File: config.mk
export PLATFORM = sky130hd
export DESIGN_NAME = store_buffer
export DESIGN_NICKNAME = d
export VERILOG_FILES = /design/src/rtl/store_buffer_pkg.sv /design/src/rtl/store_buffer_match.sv /design/src/rtl/store_buffer.sv
export SDC_FILE = /design/constraint.sdc
export NUM_CORES = 1
export LEC_CHECK = 0
export ABC_CLOCK_PERIOD_IN_PS = 5000
export BUFFER_PORTS_ARGS = -buffer_cell sky130_fd_sc_hd__buf_2
export CAP_MARGIN = 0
export CORE_UTILIZATION = 25
export CTS_BUF_LIST = sky130_fd_sc_hd__clkbuf_4 sky130_fd_sc_hd__clkbuf_8
export CTS_CLUSTER_DIAMETER = 120
export CTS_CLUSTER_SIZE = 40
export DETAILED_ROUTE_END_ITERATION = 10
export PLACE_DENSITY = 0.51
export SLEW_MARGIN = 40
export SYNTH_ARGS = -nofsm -noshare
export SYNTH_HDL_FRONTEND = slang
export SYNTH_SLANG_ARGS = --single-unit
File: constraint.sdc
create_clock -name clk -period 5 [get_ports clk]
set_input_delay 0.25 -clock clk [delete_from_list [all_inputs] [get_ports clk]]
set_output_delay 0.25 -clock clk [all_outputs]
set_load 0.02 [all_outputs]
File: src/rtl/store_buffer_pkg.sv
`default_nettype none
// ---------------------------------------------------------------------------
// Module : store_buffer_pkg
// Brief  : Shared constants and entry type for the store buffer.
// Rev    : 1.0
// ---------------------------------------------------------------------------
package store_buffer_pkg;

    localparam logic [31:0] c_word_zero = 32'h0000_0000;
    localparam int          c_sb_depth  = 4;

    typedef struct packed {
        logic [31:0] addr;
        logic [31:0] data;
    } sb_entry_t;

endpackage
`default_nettype wire

File: src/rtl/store_buffer_match.sv
`default_nettype none
// ---------------------------------------------------------------------------
// Module : store_buffer_match
// Brief  : Youngest-first address match over the valid store buffer entries.
// Rev    : 1.0
// ---------------------------------------------------------------------------
module store_buffer_match
    import store_buffer_pkg::*;
#(
    parameter int DEPTH = c_sb_depth,
    parameter int IDX_W = 16,
    parameter int PTR_W = $clog2(DEPTH)
) (
    input  logic [PTR_W-1:0] head,
    input  logic [PTR_W:0]   count,
    input  logic [IDX_W-1:0] entry_idx [DEPTH],
    input  logic [IDX_W-1:0] lookup,
    output logic             hit,
    output logic [PTR_W-1:0] hit_idx
);

    // Walk from oldest to youngest; the last match seen wins.
    always_comb begin
        hit     = 1'b0;
        hit_idx = '0;
        for (int k = 0; k < DEPTH; k++) begin
            if (((PTR_W+1)'(k) < count) &&
                (entry_idx[head + PTR_W'(k)] == lookup)) begin
                hit     = 1'b1;
                hit_idx = head + PTR_W'(k);
            end
        end
    end

endmodule
`default_nettype wire

File: src/rtl/store_buffer.sv
`default_nettype none
// ---------------------------------------------------------------------------
// Module : store_buffer
// Brief  : Write-back store FIFO with load forwarding and idle-port draining.
// Rev    : 1.0
// ---------------------------------------------------------------------------
module store_buffer
    import store_buffer_pkg::*;
#(
    parameter int DEPTH = c_sb_depth,
    parameter int IDX_W = 16
) (
    input  logic                       clk,
    input  logic                       rst,
    input  logic [31:0]                cpu_address,
    input  logic [31:0]                cpu_write_data,
    input  logic                       cpu_mem_read,
    input  logic                       cpu_mem_write,
    output logic [31:0]                cpu_read_data,
    output logic                       stall,
    output logic                       empty,
    output logic [$clog2(DEPTH):0]     count,
    output logic [31:0]                address,
    output logic [31:0]                write_data,
    output logic                       mem_read,
    output logic                       mem_write,
    input  logic [31:0]                read_data
);

    localparam int c_ptr_w = $clog2(DEPTH);

    sb_entry_t            r_entries [DEPTH];
    logic [c_ptr_w-1:0]   r_head;
    logic [c_ptr_w-1:0]   r_tail;
    logic [c_ptr_w:0]     r_count;

    logic [IDX_W-1:0]     w_entry_idx [DEPTH];
    logic                 w_hit;
    logic [c_ptr_w-1:0]   w_hit_idx;
    logic                 w_store;
    logic                 w_load;
    logic                 w_full;
    logic                 w_enq;
    logic                 w_miss;
    logic                 w_drain;

    generate
        for (genvar g = 0; g < DEPTH; g++) begin : g_entry_idx
            assign w_entry_idx[g] = r_entries[g].addr[IDX_W-1:0];
        end
    endgenerate

    store_buffer_match #(
        .DEPTH (DEPTH),
        .IDX_W (IDX_W),
        .PTR_W (c_ptr_w)
    ) u_match (
        .head      (r_head),
        .count     (r_count),
        .entry_idx (w_entry_idx),
        .lookup    (cpu_address[IDX_W-1:0]),
        .hit       (w_hit),
        .hit_idx   (w_hit_idx)
    );

    // Requests are masked while reset is held so every output is quiet at once.
    assign w_store = rst & cpu_mem_write;
    assign w_load  = rst & cpu_mem_read & ~cpu_mem_write;
    assign w_full  = (r_count == (c_ptr_w+1)'(DEPTH));
    assign w_enq   = w_store & ~w_full;
    assign w_miss  = w_load & ~w_hit;
    assign w_drain = rst & (r_count != '0) & ~w_miss;

    assign stall      = w_store & w_full;
    assign mem_read   = w_miss;
    assign mem_write  = w_drain;
    assign address    = w_miss  ? cpu_address :
                        w_drain ? r_entries[r_head].addr : c_word_zero;
    assign write_data = w_drain ? r_entries[r_head].data : c_word_zero;
    assign cpu_read_data = !w_load ? c_word_zero :
                           w_hit   ? r_entries[w_hit_idx].data : read_data;
    assign count = r_count;
    assign empty = (r_count == '0);

    always_ff @(posedge clk or negedge rst) begin
        if (!rst) begin
            r_head  <= '0;
            r_tail  <= '0;
            r_count <= '0;
        end else begin
            if (w_enq) begin
                r_tail <= r_tail + c_ptr_w'(1);
            end
            if (w_drain) begin
                r_head <= r_head + c_ptr_w'(1);
            end
            if (w_enq && !w_drain) begin
                r_count <= r_count + (c_ptr_w+1)'(1);
            end else if (!w_enq && w_drain) begin
                r_count <= r_count - (c_ptr_w+1)'(1);
            end
        end
    end

    // Payload storage needs no reset: only entries inside head..tail are read.
    always_ff @(posedge clk) begin
        if (w_enq) begin
            r_entries[r_tail] <= '{addr: cpu_address, data: cpu_write_data};
        end
    end

endmodule
`default_nettype wire
==> flow_summary.yaml <==
clock_tree:
  clockBufferDepth: 3
  clk_pin_slew_ns: 0.18
  tritoncts: "done"
  cts-buffers-inserted: 11
  clkLatencyLatePin_ns: 0.59
  cts_max_level: 1
  clockRootBuffer: "clkbuf_8"
  cts_sinks: 263
die:
  io_pins: 203
  dieArea_um2: 57800
  fp.dieW_um: 240
  fp-row-count: 87
  initial_core_util_pct: 25.3
  die_y_um: 240
  coreArea_um2: 56300
routing:
  first_pass_iters: 5
  routed_via_density: 4.83
  drtIter0Drc: 562
  ant_nets: 0
  drc_errors: 0
  routed_wl_mm: 42.8
  num_vias: 9388
  wl_per_cell_um: 22.0
logic_synthesis:
  synthTopCellsByArea: "edfxtp_1 54%, mux4_2 12%, xnor2_1 3.8%"
  syn_avg_cell_area_um2: 15.0
  synth.top_cell.area_share_pct: 54.1
  yosysUniqueCellTypes: 65
  synthCells: 947
  syn_nets: 1056
  yosys.area.top_type: "edfxtp_1"
  synth_ff_type: "edfxtp_1"
  ys_seq_area_share_pct: 55.3
  yosysWarnings: 0
  async_reset_ff_share_pct: 2.66
  synth.most_common_cell: "edfxtp_1"
  synth_common_cells: "256 x edfxtp_1, 88 x nand2_1, 78 x mux4_2"
  synth_edf_count: 256
  mappedNetlistArea_um2: 14200
  synth-seq-cells: 263
sta:
  fin_crit_ns: 4.78
  whs_ns: 0.0412
  finalSetupTns_ns: 0
  setup_ws_ns: 0.220
  relSlewSlack_pct: 49.5
  fmax_mhz: 209
  finalHoldViolCount: 0
  worst_pin_slew_ns: 0.757
  period_share_pct: 95.6
  rsz0062_at_grt: "no"
  maxSlewViolCount: 0
  fin_skew_ns: 0.0515
  setup_violations: 0
global_routing:
  grt-ovfl-total: 0
  grtUsageMet1_pct: 19.9
  grt_pass1_wl_mm: 62.3
  grt-busiest-layer: "met2"
  met3_usage_pct: 1.93
  grt_antenna_before_repair: 2
  grt_pass1_vias: 9718
  grtUsageTotal_pct: 14.4
  grt_max_degree: 64
  grt_use_met2_pct: 23.7
placement:
  dp_hpwl_mm: 28.0
  gp_congestion: 0.786
  port_buffers: 202
  dpl_worst_slack_ns: 0.584
critical_path:
  cp_top_family: "simple AND/OR/NAND/NOR gates"
  worst-path-max-fanout: 12
  path_cells: "buf_4 > buf_4 > buf_4 > mux2i_2 > a22o_1 > nor4_1 > o21ai_1 > or4_4 > a211oi_2 > o211ai_4 > nand2_4 > buf_12 > mux2_4 > a21o_1 > buf_2"
  cp_data_required_time_ns: 4.75
  cp_slowest_cell: "or4_4"
  worstSetupStartpointType: "flop"
  crit_top_cell: "buf_4"
  crit_buf_inv: 5
  path_class: "flop to primary output"
  cp.arrival_ns: 4.53
  crit_path_end_kind: "primary output"
  critPathMaxStageDelay_ns: 0.55
cells_and_area:
  drive_above_1_share_pct: 36.7
  fin_nets: 1293
  area_delta_synth_final_pct: 20.3
status:
  status: "finished clean"
job:
  maxCapViolations: 0
power:
  ir_worst_vdd_v: 0.000263
  p_per_area_nw_per_um2: 450
  leakage_nw: 6.31
worst_hold_path:
  hp-class: "input port to flop"
## final timing paths
kind | from | end | slack (ns) | cells past startpoint
hold / removal | cpu_address[15] | r_entries[1][47] | 0.04 | 1
setup / recovery | r_head[0] | cpu_read_data[13] | 0.22 | 15
min in group asynchronous | rst | count[0] | 0.05 | 2
max in group asynchronous | rst | r_head[1] | 4.12 | 3
hold reg to reg | r_tail[0] | r_tail[0] | 0.65 | 2
setup reg to reg | r_head[0] | count[2] | 1.17 | 14
## timing repair
item	4_1_cts	5_1_grt
setup endpoints to repair	38	33
cloned	0	1
hold buffers	53	0
resized for setup	0	11
setup buffers	2	8
pin swaps	0	1
hold endpoints to repair	211	0
## placed cells by master (no fill, tap or decap), types with 3 or more instances in the layout
master         synthesis  routed
mux2i_2                0       3
mux4_2                78      78
inv_1                  8       8
a21o_1                33      33
clkbuf_8               0      11
dlygate4sd3_1          0      53
ha_1                   9       9
dfrtp_1                7       5
nand2_1               88      88
and2_1                38      33
o2bb2ai_1              4       4
a22o_1                30      30
o211ai_2              31      30
edfxtp_1             256     256
nand3_1                4       4
xor2_1                 7       7
xnor2_1               62      62
nor3_1                 6       5
o2111ai_1              3       3
nor2_1                14      14
buf_8                  0       3
buf_12                 0      14
nor4_1                 7       6
a32o_1                 3       3
o21ai_0                7       7
buf_2                 15     202
buf_4                  6      33
o22ai_1                5       4
mux2_4                29      29
and2_4                 0       4
a21oi_1                5       5
mux2_2                 4       4
nand4_1               36      36
mux2i_1               48      45
## registers in the layout, indices dropped and copies added, names as in the netlist
name       cells
count          3
r_entries    256
r_head         2
r_tail         2
## area by class of cell
class,count,area [µm²]
multi-input cells,590,5880
repair buffers,308,2160
well taps,756,946
clock inverters,3,41.3
fillers,5691,39200
inverters,10,37.5
flip-flops and latches,263,7870
clock buffers,12,159
diodes,2,5.00
## logic make-up (layout without fill, tap and decap cells)
logic type / count (synthesis) / in the layout / synth area share (%)
DFF: 263 / 263 / 55.3
and+or+nand+nor: 206 / 206 / 7.42
muxes: 160 / 160 / 19.2
AOI/OAI and AO/OA: 146 / 146 / 9.24
buffers and inverters: 94 / 333 / 3.78
xor gates and xnor gates: 69 / 69 / 4.25
adders and majority gates: 9 / 9 / 0.792
other: 0 / 2 / 0
## stage by stage
stage,cells,util [%],instance area (µm²),total power [W]
finish,1944,30.4,17100,0.00769
global route,1944,30.4,17100,0.00812
CTS,1933,30.1,17000,0.00771
detailed placement,1863,28.8,16200,0.00671
global placement,1859,28.6,16100,0.00668
floorplan,947,-,14200,0.00561
## per-layer routing
metal | up-vias | wire length (µm)
met3 | 42 | 2440
met2 | 303 | 20600
met1 | 4856 | 19000
met5 | - | 0
met4 | 0 | 767
li1 | 4187 | -
## power breakdown
| group | leakage [nW] | internal [W] | switching, W |
|---|---|---|---|
| registers | 2.40 | 0.00268 | 0.000160 |
| clock network | 0.102 | 0.000229 | 0.000667 |
| logic | 3.81 | 0.00180 | 0.00215 |
## worst reg2reg max path: stages (launching register included)
cell      delay (ns)
dfrtp_4         0.54
buf_4           0.19
buf_4           0.18
buf_4           0.17
mux2i_2         0.18
a22o_1          0.25
nor4_1          0.30
o21ai_1         0.12
or4_4           0.55
nand2_1         0.10
and4bb_4        0.24
or2_1           0.30
ha_1            0.38
nor2_1          0.15
xnor2_1         0.13
Note: power is estimated with default switching activity, not from simulation.
